[src/rtl/memtest_bist_if.sv]
// Control/status bundle for the memtest_bist engine: run request in,
// progress, verdict and read-back observation out.
interface memtest_bist_if #(
  parameter int DATA_W = 32,
  parameter int ADDR_W = 5
);
  logic              start;
  logic              inject_err;
  logic              busy;
  logic              done;
  logic              pass_ok;
  logic [15:0]       err_count;
  logic [ADDR_W-1:0] fail_addr;
  logic [DATA_W-1:0] data_out;
  logic              data_valid;

  modport master (
    output start, inject_err,
    input  busy, done, pass_ok, err_count, fail_addr, data_out, data_valid
  );

  modport slave (
    input  start, inject_err,
    output busy, done, pass_ok, err_count, fail_addr, data_out, data_valid
  );
endinterface

[src/rtl/memtest_bist.sv]
// PRBS16 memory BIST: fills an internal DEPTH x DATA_W RAM, reads it back,
// checks every word on chip and accumulates mismatches over PASSES passes.
module memtest_bist #(
  parameter int          DATA_W = 32,
  parameter int          ADDR_W = 5,
  parameter int          PASSES = 4,
  parameter logic [15:0] SEED   = 16'hFFFF
) (
  input  logic           clk,
  input  logic           rst,
  memtest_bist_if.slave  bus
);

  localparam int DEPTH = 2 ** ADDR_W;
  localparam int REP   = DATA_W / 16;
  localparam int PW    = (PASSES > 1) ? $clog2(PASSES) : 1;

  localparam logic [ADDR_W:0] LAST_WR   = (ADDR_W + 1)'(DEPTH - 1);
  localparam logic [ADDR_W:0] LAST_RD   = (ADDR_W + 1)'(DEPTH);
  localparam logic [PW-1:0]   LAST_PASS = PW'(PASSES - 1);

  if (DATA_W % 16 != 0) begin : g_bad_width
    $error("memtest_bist: DATA_W must be a multiple of 16");
  end

  typedef enum logic [1:0] {IDLE, WRITE, READ, DONE} state_e;

  function automatic logic [15:0] prbs_step(input logic [15:0] s);
    return {s[14:0], s[15] ^ s[14] ^ s[12] ^ s[3]};
  endfunction

  function automatic logic [15:0] sat_inc(input logic [15:0] v);
    return (v == 16'hFFFF) ? v : v + 16'd1;
  endfunction

  state_e            state_q, state_d;
  logic [ADDR_W:0]   cnt_q, cnt_d;
  logic [PW-1:0]     pass_q, pass_d;
  logic [15:0]       gen_q, gen_d;
  logic [15:0]       chk_q, chk_d;
  logic [15:0]       seed_q, seed_d;
  logic              inj_q, inj_d;
  logic [15:0]       err_q, err_d;
  logic [ADDR_W-1:0] fail_q, fail_d;
  logic [DATA_W-1:0] rdata_q;

  logic [DATA_W-1:0] mem [DEPTH];

  logic              we, re;
  logic [ADDR_W-1:0] addr;
  logic [DATA_W-1:0] wdata;
  logic [ADDR_W:0]   prev_cnt;

  assign addr     = cnt_q[ADDR_W-1:0];
  assign prev_cnt = cnt_q - (ADDR_W + 1)'(1);

  always_comb begin
    state_d = state_q;
    cnt_d   = cnt_q;
    pass_d  = pass_q;
    gen_d   = gen_q;
    chk_d   = chk_q;
    seed_d  = seed_q;
    inj_d   = inj_q;
    err_d   = err_q;
    fail_d  = fail_q;
    we      = 1'b0;
    re      = 1'b0;
    wdata   = {REP{gen_q}};

    case (state_q)
      IDLE, DONE: begin
        if (bus.start) begin
          state_d = WRITE;
          cnt_d   = '0;
          pass_d  = '0;
          gen_d   = SEED;
          seed_d  = SEED;
          err_d   = '0;
          fail_d  = '0;
          inj_d   = bus.inject_err;
        end
      end

      WRITE: begin
        we    = 1'b1;
        gen_d = prbs_step(gen_q);
        // Fault-injection self-test: a single flipped bit, overwritten by pass 1
        if (inj_q && pass_q == '0 && cnt_q == '0) begin
          wdata[0] = ~wdata[0];
        end
        if (cnt_q == LAST_WR) begin
          state_d = READ;
          cnt_d   = '0;
          chk_d   = seed_q;
        end else begin
          cnt_d = cnt_q + (ADDR_W + 1)'(1);
        end
      end

      READ: begin
        re = (cnt_q != LAST_RD);
        // rdata_q holds word cnt-1, issued on the previous cycle
        if (cnt_q != '0) begin
          chk_d = prbs_step(chk_q);
          if (rdata_q != {REP{chk_q}}) begin
            err_d = sat_inc(err_q);
            if (err_q == '0) begin
              fail_d = prev_cnt[ADDR_W-1:0];
            end
          end
        end
        if (cnt_q == LAST_RD) begin
          cnt_d  = '0;
          seed_d = gen_q;
          if (pass_q == LAST_PASS) begin
            state_d = DONE;
          end else begin
            state_d = WRITE;
            pass_d  = pass_q + PW'(1);
          end
        end else begin
          cnt_d = cnt_q + (ADDR_W + 1)'(1);
        end
      end

      default: state_d = IDLE;
    endcase
  end

  always_ff @(posedge clk) begin
    if (!rst) begin
      state_q <= IDLE;
      cnt_q   <= '0;
      pass_q  <= '0;
      gen_q   <= '0;
      chk_q   <= '0;
      seed_q  <= '0;
      inj_q   <= 1'b0;
      err_q   <= '0;
      fail_q  <= '0;
    end else begin
      state_q <= state_d;
      cnt_q   <= cnt_d;
      pass_q  <= pass_d;
      gen_q   <= gen_d;
      chk_q   <= chk_d;
      seed_q  <= seed_d;
      inj_q   <= inj_d;
      err_q   <= err_d;
      fail_q  <= fail_d;
    end
  end

  // RAM array itself is never cleared; only its read register is
  always_ff @(posedge clk) begin
    if (we) begin
      mem[addr] <= wdata;
    end
  end

  always_ff @(posedge clk) begin
    if (!rst) begin
      rdata_q <= '0;
    end else if (re) begin
      rdata_q <= mem[addr];
    end
  end

  assign bus.busy       = (state_q == WRITE) || (state_q == READ);
  assign bus.done       = (state_q == DONE);
  assign bus.pass_ok    = (state_q == DONE) && (err_q == '0);
  assign bus.err_count  = err_q;
  assign bus.fail_addr  = fail_q;
  assign bus.data_out   = rdata_q;
  assign bus.data_valid = (state_q == READ) && (cnt_q != '0);

endmodule

[src/flat_wrapper.sv]
// flat-port wrapper written by rule: the top's interface ports become plain ports
module memtest_bist_flat 
#(
  parameter int          DATA_W = 32,
  parameter int          ADDR_W = 5,
  parameter int          PASSES = 4,
  parameter logic [15:0] SEED   = 16'hFFFF
)
  (clk, rst, bus_start, bus_inject_err, bus_busy, bus_done, bus_pass_ok, bus_err_count, bus_fail_addr, bus_data_out, bus_data_valid);
  memtest_bist_if #(.DATA_W(DATA_W), .ADDR_W(ADDR_W)) bus_i ();
  input  logic clk;
  input  logic rst;
  input wire logic [$bits(bus_i.start)-1:0] bus_start;
  input wire logic [$bits(bus_i.inject_err)-1:0] bus_inject_err;
  output wire logic [$bits(bus_i.busy)-1:0] bus_busy;
  output wire logic [$bits(bus_i.done)-1:0] bus_done;
  output wire logic [$bits(bus_i.pass_ok)-1:0] bus_pass_ok;
  output wire logic [$bits(bus_i.err_count)-1:0] bus_err_count;
  output wire logic [$bits(bus_i.fail_addr)-1:0] bus_fail_addr;
  output wire logic [$bits(bus_i.data_out)-1:0] bus_data_out;
  output wire logic [$bits(bus_i.data_valid)-1:0] bus_data_valid;
  assign bus_i.start = bus_start;
  assign bus_i.inject_err = bus_inject_err;
  assign bus_busy = bus_i.busy;
  assign bus_done = bus_i.done;
  assign bus_pass_ok = bus_i.pass_ok;
  assign bus_err_count = bus_i.err_count;
  assign bus_fail_addr = bus_i.fail_addr;
  assign bus_data_out = bus_i.data_out;
  assign bus_data_valid = bus_i.data_valid;
  memtest_bist #(.DATA_W(DATA_W), .ADDR_W(ADDR_W), .PASSES(PASSES), .SEED(SEED)) u_core (.clk(clk), .rst(rst), .bus(bus_i));
endmodule
[config.mk]
export PLATFORM = sky130hd
export DESIGN_NAME = memtest_bist_flat
export DESIGN_NICKNAME = d
export VERILOG_FILES = /design/src/rtl/memtest_bist_if.sv /design/src/rtl/memtest_bist.sv /design/src/flat_wrapper.sv
export SDC_FILE = /design/constraint.sdc
export NUM_CORES = 1
export LEC_CHECK = 0
export BUFFER_PORTS_ARGS = -buffer_cell sky130_fd_sc_hd__buf_4
export CORE_MARGIN = 10
export CORE_UTILIZATION = 45
export CTS_CLUSTER_DIAMETER = 50
export DETAILED_ROUTE_END_ITERATION = 16
export PLACE_DENSITY = 0.59
export REMOVE_ABC_BUFFERS = 1
export SLEW_MARGIN = 30
export SYNTH_ARGS = -nofsm -noshare
export SYNTH_HDL_FRONTEND = slang
export SYNTH_SLANG_ARGS = --single-unit
export TNS_END_PERCENT = 100
[constraint.sdc]
create_clock -name clk -period 4.4 [get_ports clk]
set_input_delay 0.88 -clock clk [delete_from_list [all_inputs] [get_ports clk]]
set_output_delay 0.88 -clock clk [all_outputs]
set_load 0.01 [all_outputs]
### Yosys cells after proc, flatten, opt, wreduce, memory -nomap -nowiden

Memory sizes are Yosys's and may differ from the RTL's. A register that Yosys moved wholly into a read port is not among the register bits.
Cells that the tools add are included.
W data, S select, Z words.

* register bits: 80
* RAM bits: 1024
* input bits: 4
* logic and storage cells: 97
* memories: 1

Memory list
* u_core.mem: words 32, bits a word 32, rd ports 1, clocked after memory_dff 1, write ports 1, RTL line memtest_bist.sv:47 `logic [DATA_W-1:0] mem [DEPTH];`

* $add $sub $neg: 4
* eq/ne operators: 17
* muxes and demuxes: 36
* bitwise logic cells: 7
* reduce and logical (&&, ||, !) cells: 23

Operator list (count)
* $mux W16: 8
* $pmux W16 S2: 4
* $ne A32 B32 Y1: 1
* $mux W5: 4
* $mux W6: 3
* $pmux W6 S3: 1
* $add A16 B1 Y16 const B: 1
* $eq A16 B16 Y1 const B: 1
* $logic_not A16 Y1: 1
* $mux W2: 7
* $ne A2 B1 Y1 const B: 5
* $pmux W5 S2: 1
* $reduce_and A5 Y1: 2
* $reduce_and A3 Y1: 3
* $add A6 B1 Y6 const B: 1
* $eq A2 B2 Y1 const B: 3
* $eq A6 B5 Y1 const B: 1
* $eq A6 B6 Y1 const B: 1
* $logic_not A6 Y1: 1
* $mux W1: 6
* $ne A2 B2 Y1 const B: 3
* $ne A6 B6 Y1 const B: 1
* $pmux W2 S3: 1
* $reduce_bool A2 Y1: 3
* 14 further kinds: 24

### Logic depth before layout (Yosys ltp)

Gate-level depths: netlist (run 1).

* depth after elaboration: 5
* depth in mapped cells: 12

### Worst setup path before layout (run 1)

No wires, ideal clock.

* path type: register to register
* start: register u_core.cnt_q[1]
* end: memory u_core.mem[0][0] (data pin)
* library setup time: 0.371 ns
* data arrival time: 2.851 ns
* data required time: 4.029 ns
* path slack: 1.178 ns
* stages on the path, launching flop included: 10
* period minus slack after synthesis: 3.222 ns
* cells stage by stage: dfxtp_1 -> buf_2 -> buf_2 -> buf_2 -> buf_2 -> inv_1 -> ha_1 -> nand2_1 -> nor4_1 -> xor2_1

* cells in the longest elaborated chain, start to end: 4

Ends and longest elaborated chain
* from (decl): RTL line memtest_bist.sv:37 `logic [ADDR_W:0] cnt_q, cnt_d;`
* from (signal assigned): RTL line memtest_bist.sv:144 `cnt_q <= cnt_d;`
* $logic_not A6 Y1: RTL line memtest_bist.sv:89 `if (inj_q && pass_q == '0 && cnt_q == '0) begin`
* $logic_and A1 B1 Y1: RTL line memtest_bist.sv:89
* $mux W1: RTL line memtest_bist.sv:89
* $mux W1: RTL line memtest_bist.sv:71 `case (state_q)`
* via u_core.wdata[0]: RTL line memtest_bist.sv:51 `logic [DATA_W-1:0] wdata;`
* to (decl): RTL line memtest_bist.sv:47

The timed path passes the listed nets, and every way through them passes these cells.

### Final worst setup path (run 1)

* start: register u_core.cnt_q[4]
* end: output bus_data_valid

* cells in the longest elaborated chain, start to end: 2

Ends and longest elaborated chain
* $reduce_bool A6 Y1: RTL line memtest_bist.sv:176 `assign bus.data_valid = (state_q == READ) && (cnt_q != '0);`
* $logic_and A1 B1 Y1: RTL line memtest_bist.sv:176
* to (decl): RTL line flat_wrapper.sv:21 `output wire logic [$bits(bus_i.data_valid)-1:0] bus_data_valid;`

No other way between the ends.

==> run summary, run 1 <==
Fin Hold WS: 456.9 ps
Worst Path Max Fanout: 24
PortBufs: 60
crit path DAT: 2290 ps
CP Data Required Time: 3520 ps
gr usage total: 0.1931
GRT overflow: 0
H-tree Lvls: 3
fin nets: 1594
Die ar.: 66530 um^2
Die W: 257.9 um
final antenna-violating net count: 0
Initial Utilization: 0.4535
post-synthesis mux area share: 0.1298
Clock Sinks: 641
Finished Layout Cells: 2380
CP Launch Type: flip-flop
RSZ-0062 raised after global routing: false
Initial DRC Count: 1378
largest cells by area after synthesis: edfxtp_1 64%, mux4_2 11%, dfxtp_1 7.6%
critical path, cell by cell: buf_4, nor4_2, a21oi_1, buf_4
vias in the first global route: 14120
top layer in use: met4
WL/cell: 27.17 um
final instance area: 28930 um^2
worst hold-check path type: reg -> reg
largest net degree at the start of global routing: 87
kind of critical path: reg -> out
post-synthesis sequential area ratio: 0.7175
Die Ht: 257.9 um
slowest CP cell: dfxtp_2
root buffer cell: clkbuf_16
final critical-path share of the clock period: 0.7208
final setup TNS: 0 ps
Max Root-Sink Buffers: 3
Yosys reg bits: 641
detailed placement HPWL: 36.65 mm
Inserted Diodes: 0
Cells after Synth: 1482
latest clock arrival within the worst-skew pair: 600 ps
syn_area_per_cell: 17.19 um^2
placed cell count: 2264
commonest non-fill, non-tap cell in the layout: edfxtp_1
clock skew: 29.08 ps
complex-gate fraction of the synthesized area: 0.06272
min Tclk post-route: 3171 ps
maximum vdd drop: 0.0002461 V
met2 routed wirelength: 30.90 mm
Resize count post-CTS: 0
antenna violations before repair: 0
top-area cell type share of the netlist area: 0.6413
PD cells: 539.6 nW/um^2
worst rel slew slack: 0.3545
ys flop type: edfxtp_1
Fillers: 4633
synth-to-layout area growth: 13.55%
WP buf/inv: 2
vias post-DR: 14140
CTS tree: built
postcts setup bufs: 0
CP Capture Type: primary output
Residual DRC: 0
WL met1: 26.91 mm
Top delay family on crit path: flip-flops
CTS clk-pin slew, worst paths: 60 ps
routed wire length: 64.67 mm
Post-synth EDFFs: 544
Max Clk Rate: 0.3153 GHz
largest family of logic cells by synthesized area: multiplexers
Synth async-reset ratio: 0
row count: 87
vias per cell: 5.942
Leak: 9.259 nW
met3 wire len: 4.962 mm
Synth Area in XOR/XNOR: 0.008595
largest area contributor in the synthesized netlist: edfxtp_1
synthesized cell area: 25470 um^2
DR pass1 iterations: 5
final setup violation count: 0
Crit path largest cell delay: 760 ps
Placeable Area: 56170 um^2
Slew Viols, Final: 0
adder-cell share of the synthesized area: 0.006385
first-pass GRT wire length: 94.94 mm
Synth cell types: 68
run status: finished, final reports clean
Top Ports: 61
Num CTS Buffers: 67
Hold Violations, Final: 0
Least-Margin Pin Slew: 967.2 ps
Crit path top cell by count: buf_4
count of max-cap constraint violations: 0
DP Area: 26920 um^2
cts hold-fix bufs: 0
fraction of layout cells with a size suffix above 1: 0.2426
Placer Congestion: 0.8212
most frequent cells in the layout: 544 x edfxtp_1, 129 x buf_4, 126 x nor2_1
Ys Warns: 0
post-synthesis simple-gate area fraction: 0.05162
==> state kept, by name, summed over array words and instances (netlist names), 2 cells and up <==
signal                count
u_core.cnt_q              6
u_core.state_q            2
u_core.seed_q            16
u_core.pass_q             2
u_core.mem              544
u_core.bus.fail_addr      5
u_core.bus.err_count     16
u_core.chk_q             16
u_core.bus.data_out      17
u_core.gen_q             16
==> final timing paths <==
check	startpoint	endpoint	slack, ps	depth (start not counted)
setup / recovery	u_core.cnt_q[4]	bus_data_valid	1230	4
hold / removal	u_core.bus.fail_addr[0]	u_core.bus.fail_addr[0]	460	2
setup reg to reg	u_core.bus.data_out[22]	u_core.bus.err_count[14]	1580	6
hold reg to reg	u_core.bus.fail_addr[0]	u_core.bus.fail_addr[0]	460	2
==> cell usage after synthesis (3+ instances only) <==
master    count
o21ai_1      11
nand3b_1      3
or3b_1        3
a22oi_1      16
a211oi_1     16
o22ai_1      37
buf_4        28
nor3_1        5
nand4_1       7
dfxtp_1      97
ha_1         13
nand3_1      15
mux2i_1      23
o211ai_1      4
mux4_2      121
and3_1        5
mux2_2       30
xnor2_1       7
edfxtp_1    544
nand2_1      54
nor4_1        6
a21oi_1      43
or3_1         9
nor2b_1       5
a31oi_1       4
a31oi_2       3
nor2_1      128
inv_1        13
a41oi_1      17
clkbuf_1     38
o21ai_0      41
a32oi_1      15
or4_1        16
buf_1         8
xor2_1       18
a22o_1       15
buf_2        28
==> cells by family (layout without fill, tap and decap cells) <==
| family | after synthesis | in the layout |
|---|---|---|
| AO/OA/AOI/OAI | 236 | 236 |
| XOR/XNOR | 25 | 25 |
| adder cells (fa/ha/maj) | 13 | 13 |
| buffers and inverters | 118 | 260 |
| flip-flops | 641 | 641 |
| multiplexers | 175 | 175 |
| AND/OR/NAND/NOR | 274 | 274 |
==> power by group <==
part / switching (mW) / total [mW] / internal [mW] / leakage [nW]
clock network: 2.25 / 5.25 / 3.00 / 0.974
logic: 1.72 / 2.60 / 0.880 / 2.52
registers: 0.278 / 7.75 / 7.48 / 5.77
total: 4.25 / 15.6 / 11.4 / 9.26
==> per-stage QoR <==
step | power [mW] | util | worst slack [ps]
2_1_floorplan | 9.435 | - | -3331
3_3_place_gp | 10.43 | 0.4793 | 1592
3_5_place_dp | 10.51 | 0.4793 | 1578
4_1_cts | 15.75 | 0.5150 | 1222
5_1_grt | 16.23 | 0.5150 | 1158
6_report | 15.61 | 0.5150 | 1229
==> area by class of cell <==
class / instances / area (um^2) / share of cell area
Clock inverter: 24 / 151.4 / 0.005234
Tap cell: 756 / 945.9 / 0.03270
Multi-Input combinational cell: 723 / 6631 / 0.2293
Clock buffer: 92 / 1853 / 0.06406
Timing Repair Buffer: 131 / 1008 / 0.03486
Inverter: 13 / 48.80 / 0.001687
Sequential cell: 641 / 18290 / 0.6322
==> layer usage <==
layer  GRT usage  up-vias
met5           0        -
met4     0.07368        0
met3     0.03920      103
met2      0.3061      544
met1      0.2603     7389
li1            -     6106
==> tightest hold or removal path: stages (launching register included) <==
cell and delay [ps]:
dfxtp_1 310, nand2_1 50, mux2i_1 50
No activity file was read; power rests on OpenSTA's default activity.
==> run 2, diff against run 1 <==
--- a/config.mk
+++ b/config.mk
@@ -5,6 +5,7 @@
 export SDC_FILE = /design/constraint.sdc
 export NUM_CORES = 1
 export LEC_CHECK = 0
+export ABC_AREA = 1
 export BUFFER_PORTS_ARGS = -buffer_cell sky130_fd_sc_hd__buf_4
 export CORE_MARGIN = 10
 export CORE_UTILIZATION = 45
==> constraint.sdc (replaced) <==
create_clock -name clk -period 3.2 [get_ports clk]
set_input_delay 0.64 -clock clk [delete_from_list [all_inputs] [get_ports clk]]
set_output_delay 0.64 -clock clk [all_outputs]
set_load 0.01 [all_outputs]
==> run 2 against run 1 <==
Combinational power up 110%. Hold slack lost 130 ps. Total power up 56%. Sequential cell count did not move. Setup slack worse by 1000 ps. Count of clock-buffer cells in the layout is 6 lower. Non-clock buffer count is 18 higher. Sequential share of layout area decreased by 2.6 points. Critical path type unchanged. Critical endpoint unchanged. Highest routed layer unchanged.
==> run summary, run 2 <==
run status: finished, final reports clean
top layer in use: met4
fraction of layout cells with a size suffix above 1: 0.1123 (-0.1303)
met3 wire len: 4.762 mm (-4.0%)
critical path, cell by cell: inv_6, ha_1, nand2_1, o21ai_0, inv_1, buf_4
Cells after Synth: 2413 (+63%)
final worst slack: 180.0 ps (-1049 ps)
largest family of logic cells by synthesized area: simple AND/OR/NAND/NOR gates
detailed placement HPWL: 43.37 mm (+18%)
slowest CP cell: o21ai_0
CTS tree: built
Die W: 262.8 um (+1.9%)
Synth Area in XOR/XNOR: 0.003630 (-0.004965)
fin nets: 2500 (+57%)
most frequent cells in the layout: 544 x edfxtp_1, 419 x nor2_1, 353 x nand2_1
maximum vdd drop: 0.0004150 V (+69%)
Top delay family on crit path: buffers and inverters
synthesized cell area: 26540 um^2 (+4.2%)
PortBufs: 60 (unchanged)
part of the power in registers: 0.453 (-0.044)
Initial DRC Count: 1954 (+42%)
WP buf/inv: 3 (+1)
ys flop type: edfxtp_1
met2 routed wirelength: 34.86 mm (+13%)
Slew Viols, Final: 0 (unchanged)
WL/cell: 21.74 um (-20%)
complex-gate fraction of the synthesized area: 0.1143 (+0.05156)
PD cells: 805.9 nW/um^2 (+49%)
adder-cell share of the synthesized area: 0.006129 (-0.0002559)
Crit path largest cell delay: 460 ps (-300 ps)
final antenna-violating net count: 0 (unchanged)
antenna violations before repair: 2 (+2)
postcts setup bufs: 0 (unchanged)
Ys Warns: 0 (unchanged)
cell internal pwr: 16.56 mW (+46%)
Num CTS Buffers: 70 (+4.5%)
commonest non-fill, non-tap cell in the layout: edfxtp_1
Clock power frac: 0.326 (-0.011)
post-synthesis mux area share: 0 (-0.1298)
CTS clk-pin slew, worst paths: 60 ps (about the same)
Worst Path Max Fanout: 43 (+79%)
CP startpoint: u_core.cnt_q[0]
vias post-DR: 18260 (+29%)
switch share: 0.3191 (+0.04670)
area taken by multi-input logic gates: 6927 um^2 (+4.5%)
worst hold-check path type: in -> reg
max FFs per register: 544 (unchanged)
Reg with most FFs: u_core.mem
Residual DRC: 0 (unchanged)
syn_area_per_cell: 11.00 um^2 (-36%)
DR pass1 iterations: 5 (unchanged)
register area: 18290 um^2 (about the same)
Inserted Diodes: 0 (unchanged)
Synth top cells by count: 544 x edfxtp_1, 420 x nor2_1, 353 x nand2_1, 295 x o21ai_0, 135 x inv_1
top-count cell post-synth: edfxtp_1
Critical R2R Launch: u_core.cnt_q[0]
Leak: 11.03 nW (+19%)
clock skew: 27.13 ps (-1.947 ps)
largest net degree at the start of global routing: 150 (+72%)
gr usage total: 0.2016 (+0.008469)
first-pass GRT wire length: 108.3 mm (+14%)
latest clock arrival within the worst-skew pair: 610 ps (about the same)
Fin Hold WS: 323.7 ps (-133.2 ps)
H-tree Lvls: 3 (unchanged)
Max Clk Rate: 0.3311 GHz
routed wire length: 71.80 mm (+11%)
CP Launch Type: flip-flop
pre-CTS setup slack: 598.3 ps (-980.0 ps)
Placeable Area: 58030 um^2 (+3.3%)
largest cells by area after synthesis: edfxtp_1 62%, dfxtp_1 7.3%, nor2_1 5.9%
CP Data Required Time: 2560 ps (-960 ps)
Fillers: 5025 (+8.5%)
count of max-cap constraint violations: 0 (unchanged)
combinational power share: 0.221 (+0.054)
cts hold-fix bufs: 0 (unchanged)
Placer Congestion: 0.8555 (+4.2%)
Die Ht: 262.8 um (+1.9%)
top-area cell type share of the netlist area: 0.6156 (-0.02570)
synth-to-layout area growth: 13.74%
min-delay src: bus_inject_err
worst rel slew slack: 0.3792 (+0.02471)
GRT overflow: 0 (unchanged)
RSZ-0062 raised after global routing: false
Max Root-Sink Buffers: 3 (unchanged)
root buffer cell: clkbuf_16
final critical-path share of the clock period: 0.9438
crit path DAT: 2380 ps (+90 ps)
vias in the first global route: 17410 (+23%)
Least-Margin Pin Slew: 929.9 ps (-37.30 ps)
largest area contributor in the synthesized netlist: edfxtp_1
CP Capture Type: primary output
WL met1: 30.57 mm (+14%)
final setup violation count: 0 (unchanged)
post-synthesis sequential area ratio: 0.6887 (-0.02875)
Yosys reg bits: 641 (unchanged)
vias per cell: 5.531 (-6.9%)
min Tclk post-route: 3020 ps
Synth cell types: 43 (-37%)
Clock Sinks: 641 (unchanged)
Hold Violations, Final: 0 (unchanged)
Post-synth EDFFs: 544 (unchanged)
Top Ports: 61 (unchanged)
post-synthesis simple-gate area fraction: 0.1366 (+0.08497)
Die ar.: 69090 um^2 (+3.8%)
row count: 88 (+1.1%)
Resize count post-CTS: 0 (unchanged)
kind of critical path: reg -> out
Psw: 7.763 mW (+83%)
Initial Utilization: 0.4573 (+0.003816)
Synth async-reset ratio: 0 (unchanged)
run 2: cell count changes after synthesis, sizes merged, moves of 50 or more:
cell,previous run,this run
mux4,121,0
a21oi,43,93
inv,13,142
nor2,130,427
o21ai,54,350
nand3,15,75
nand2,55,357
run 2: worst min-delay path, stage by stage:
cell and delay [ps]:
buf_4 90, o21ai_0 70, nor2_1 80
run 2: path summary, 6_finish.rpt:
kind         slack, ps           endpoint  cells after the start
min reg2reg        500    u_core.chk_q[1]                      2
min                320       u_core.inj_q                      3
max                180     bus_data_valid                      6
max reg2reg        550  u_core.mem[24][0]                      8
run 2: logic make-up (layout without fill, tap and decap cells):
logic type | Yosys count | count (layout)
XOR/XNOR | 11 | 11
buffers and inverters | 295 | 419
AND/OR/NAND/NOR | 888 | 888
flip-flops | 641 | 641
AO/OA/AOI/OAI | 565 | 565
adder cells (fa/ha/maj) | 13 | 13
run 2: layer usage:
metal	vias up	track usage
li1	8583	-
met5	-	0
met1	8997	0.2732
met4	0	0.06274
met2	598	0.3291
met3	84	0.03020
run 2: final cells by class:
type | count | share of cell area
Timing Repair Buffer | 149 | 0.03955
Sequential cell | 641 | 0.6058
Clock inverter | 40 | 0.01181
Clock buffer | 86 | 0.06317
Inverter | 144 | 0.01849
Multi-Input combinational cell | 1477 | 0.2295
Tap cell | 765 | 0.03171
run 2: power by group through the flow:
stage                     registers (mW)  logic, mW  clock network [mW]
after floorplan                     11.5       2.66                   0
after global placement              11.2       5.25                   0
after detailed placement            11.2       5.34                   0
after CTS                           11.0       5.36                8.06
after global routing                11.1       5.94                8.40
final                               11.0       5.37                7.93
run 2: per-stage QoR:
stage               setup TNS (ps)  area, um^2  std cells    util  total power, mW
CTS                              0       30180       3302  0.5201            24.45
global route                     0       30180       3302  0.5202            25.44
detailed placement               0       27920       3176  0.4811            16.54
finish                           0       30180       3302  0.5202            24.33
floorplan                 -3505480       25740       2262       -            14.18
global placement                 0       27920       3176  0.4811            16.43
==> run 3, diff against run 2 <==
--- a/config.mk
+++ b/config.mk
@@ -6,7 +6,7 @@
 export NUM_CORES = 1
 export LEC_CHECK = 0
 export ABC_AREA = 1
-export BUFFER_PORTS_ARGS = -buffer_cell sky130_fd_sc_hd__buf_4
+export BUFFER_PORTS_ARGS = -buffer_cell sky130_fd_sc_hd__buf_2
 export CORE_MARGIN = 10
 export CORE_UTILIZATION = 45
 export CTS_CLUSTER_DIAMETER = 50
==> run 3 against run 2 <==
Fmax is 0.15% lower. Critical endpoint unchanged. Sequential power hardly changed. Wire length is 2.3% higher. Combinational power is 1% higher. Critical path depth stayed put. Sequential cell count stayed put. Largest cell class unchanged. Non-clock buffer count is 13 higher. First-iteration DRC count is 3.5% higher. Critical path type unchanged. Final area is 0.35% lower. Final cell count is 0.48% higher. Die area stayed put.
==> run summary, run 3 (synthesized netlist as in run 2, its figures left out) <==
area taken by multi-input logic gates: 6927 um^2 (unchanged)
WL/cell: 22.14 um (+1.8%)
Worst R2R End: u_core.pass_q[0]
H-tree Lvls: 3 (unchanged)
Inserted Diodes: 0 (unchanged)
Total Power: 24.26 mW (-0.27%)
run status: finished, final reports clean
routed wire length: 73.47 mm (+2.3%)
CP Data Required Time: 2560 ps (about the same)
postcts setup bufs: 0 (unchanged)
Residual DRC: 0 (unchanged)
antenna violations before repair: 2 (unchanged)
Die ar.: 69090 um^2 (unchanged)
RSZ-0062 raised after global routing: false
worst hold-check path type: in -> reg
CP Capture Type: primary output
Initial Utilization: 0.4573 (unchanged)
Top Ports: 61 (unchanged)
maximum vdd drop: 0.0005182 V (+25%)
critical path, cell by cell: inv_6, ha_1, nand2_1, o21ai_0, inv_1, buf_2
CP Launch Type: flip-flop
Hold Violations, Final: 0 (unchanged)
kind of critical path: reg -> out
Reg with most FFs: u_core.mem
CTS tree: built
count of max-cap constraint violations: 0 (unchanged)
vias in the first global route: 17560 (+0.88%)
WP buf/inv: 3 (unchanged)
slowest CP cell: dfxtp_4
DR pass1 iterations: 5 (unchanged)
pre-CTS setup slack: 594.2 ps (-4.197 ps)
min-delay src: bus_inject_err
commonest non-fill, non-tap cell in the layout: edfxtp_1
Die W: 262.8 um (unchanged)
Placer Congestion: 0.8935 (+4.4%)
final antenna-violating net count: 0 (unchanged)
register area: 18290 um^2 (about the same)
final worst slack: 175.5 ps (-4.501 ps)
Slew Viols, Final: 0 (unchanged)
Least-Margin Pin Slew: 997.7 ps (+67.81 ps)
worst rel slew slack: 0.3340 (-0.04527)
Clock Sinks: 641 (unchanged)
Finished Layout Cells: 3318 (+0.48%)
Top delay family on crit path: buffers and inverters
synth-to-layout area growth: 13.34%
Initial DRC Count: 2022 (+3.5%)
fin util: 0.5184 (-0.001833)
flop2flop setup slack: 550 ps (about the same)
Crit path largest cell delay: 440 ps (-20 ps)
gr usage total: 0.2067 (+0.005111)
Die Ht: 262.8 um (unchanged)
Resize count post-CTS: 0 (unchanged)
PD cells: 806.6 nW/um^2 (about the same)
max FFs per register: 544 (unchanged)
largest net degree at the start of global routing: 108 (-28%)
Placeable Area: 58030 um^2 (unchanged)
min Tclk post-route: 3025 ps (+4.501 ps)
latest clock arrival within the worst-skew pair: 620 ps (about the same)
Max Clk Rate: 0.3306 GHz (-0.15%)
DP Area: 27850 um^2 (-0.23%)
fraction of layout cells with a size suffix above 1: 0.1163 (+0.003996)
clock skew: 17.23 ps (-9.905 ps)
GRT overflow: 0 (unchanged)
detailed placement HPWL: 45.80 mm (+5.6%)
Critical R2R Launch: u_core.cnt_q[0]
PortBufs: 60 (unchanged)
final instance area: 30080 um^2 (-0.35%)
first-pass GRT wire length: 110.6 mm (+2.1%)
vias post-DR: 18490 (+1.3%)
root buffer cell: clkbuf_16
Fin Hold WS: 304.1 ps (-19.63 ps)
final critical-path share of the clock period: 0.9452 (+0.001407)
Leak: 11.05 nW (+0.23%)
placed cell count: 3189 (+0.41%)
Max Root-Sink Buffers: 3 (unchanged)
row count: 88 (unchanged)
final setup violation count: 0 (unchanged)
Worst Path Max Fanout: 63 (+47%)
Hold Path Sink: u_core.inj_q
cts hold-fix bufs: 0 (unchanged)
fin nets: 2514 (+0.56%)
most frequent cells in the layout: 544 x edfxtp_1, 419 x nor2_1, 353 x nand2_1
vias per cell: 5.574 (+0.78%)
final setup TNS: 0 ps (unchanged)
Fillers: 5112 (+1.7%)
CTS clk-pin slew, worst paths: 60 ps (about the same)
Worst R2R Path Depth: 9 (+1)
hold-critical path depth: 3 (unchanged)
Num CTS Buffers: 71 (+1.4%)
crit path DAT: 2380 ps (about the same)
==> run 3: cell count changes in the layout (fill, tap and decap cells not counted), sizes merged <==
cell and delta:
buf +13, bufinv -3, clkbuf +12, clkinv -9
clkinvlp -2, inv +5
==> run 3: worst max path at each step <==
stage / from / endpoint / slack (ps) / depth (start not counted)
final: u_core.cnt_q[0] / bus_data_valid / 180 / 6
after global routing: u_core.cnt_q[0] / bus_data_valid / 4 / 6
after CTS: u_core.cnt_q[0] / bus_data_valid / 140 / 6
after detailed placement: u_core.cnt_q[0] / u_core.pass_q[0] / 590 / 9
after global placement: u_core.cnt_q[0] / u_core.pass_q[0] / 670 / 9
after floorplan: u_core.cnt_q[0] / u_core.mem[0][0] / -7840 / 6
==> run 3: final cells by class <==
class                           count  area share
Clock inverter                     31    0.009901
Multi-Input combinational cell   1477      0.2303
Timing Repair Buffer              162     0.03752
Sequential cell                   641      0.6080
Inverter                          144     0.01855
Tap cell                          765     0.03182
Clock buffer                       98     0.06394
==> run 3: metal layers <==
layer	vias up	track usage	routed length, um
met5	-	0	0
met1	9122	0.2790	31130
met2	671	0.3387	35280
met3	95	0.02945	5119
li1	8605	-	-
met4	0	0.06692	1942
==> run 3: power breakdown <==
group          internal [mW]  leakage [nW]  switching, mW
Clock                   4.44          1.07           3.35
Combinational           1.42          4.21           4.01
Sequential              10.4          5.77          0.598
Total                   16.3          11.1           7.96
==> run 3: worst reg2reg max path, stage by stage, from the launching register on <==
cell     delay, ps
dfxtp_4        440
inv_6          430
ha_1           380
nand3_2        110
nand2_2         80
inv_2           80
nor2_4         570
nand2_1        190
o21ai_0        210
a21oi_1         60
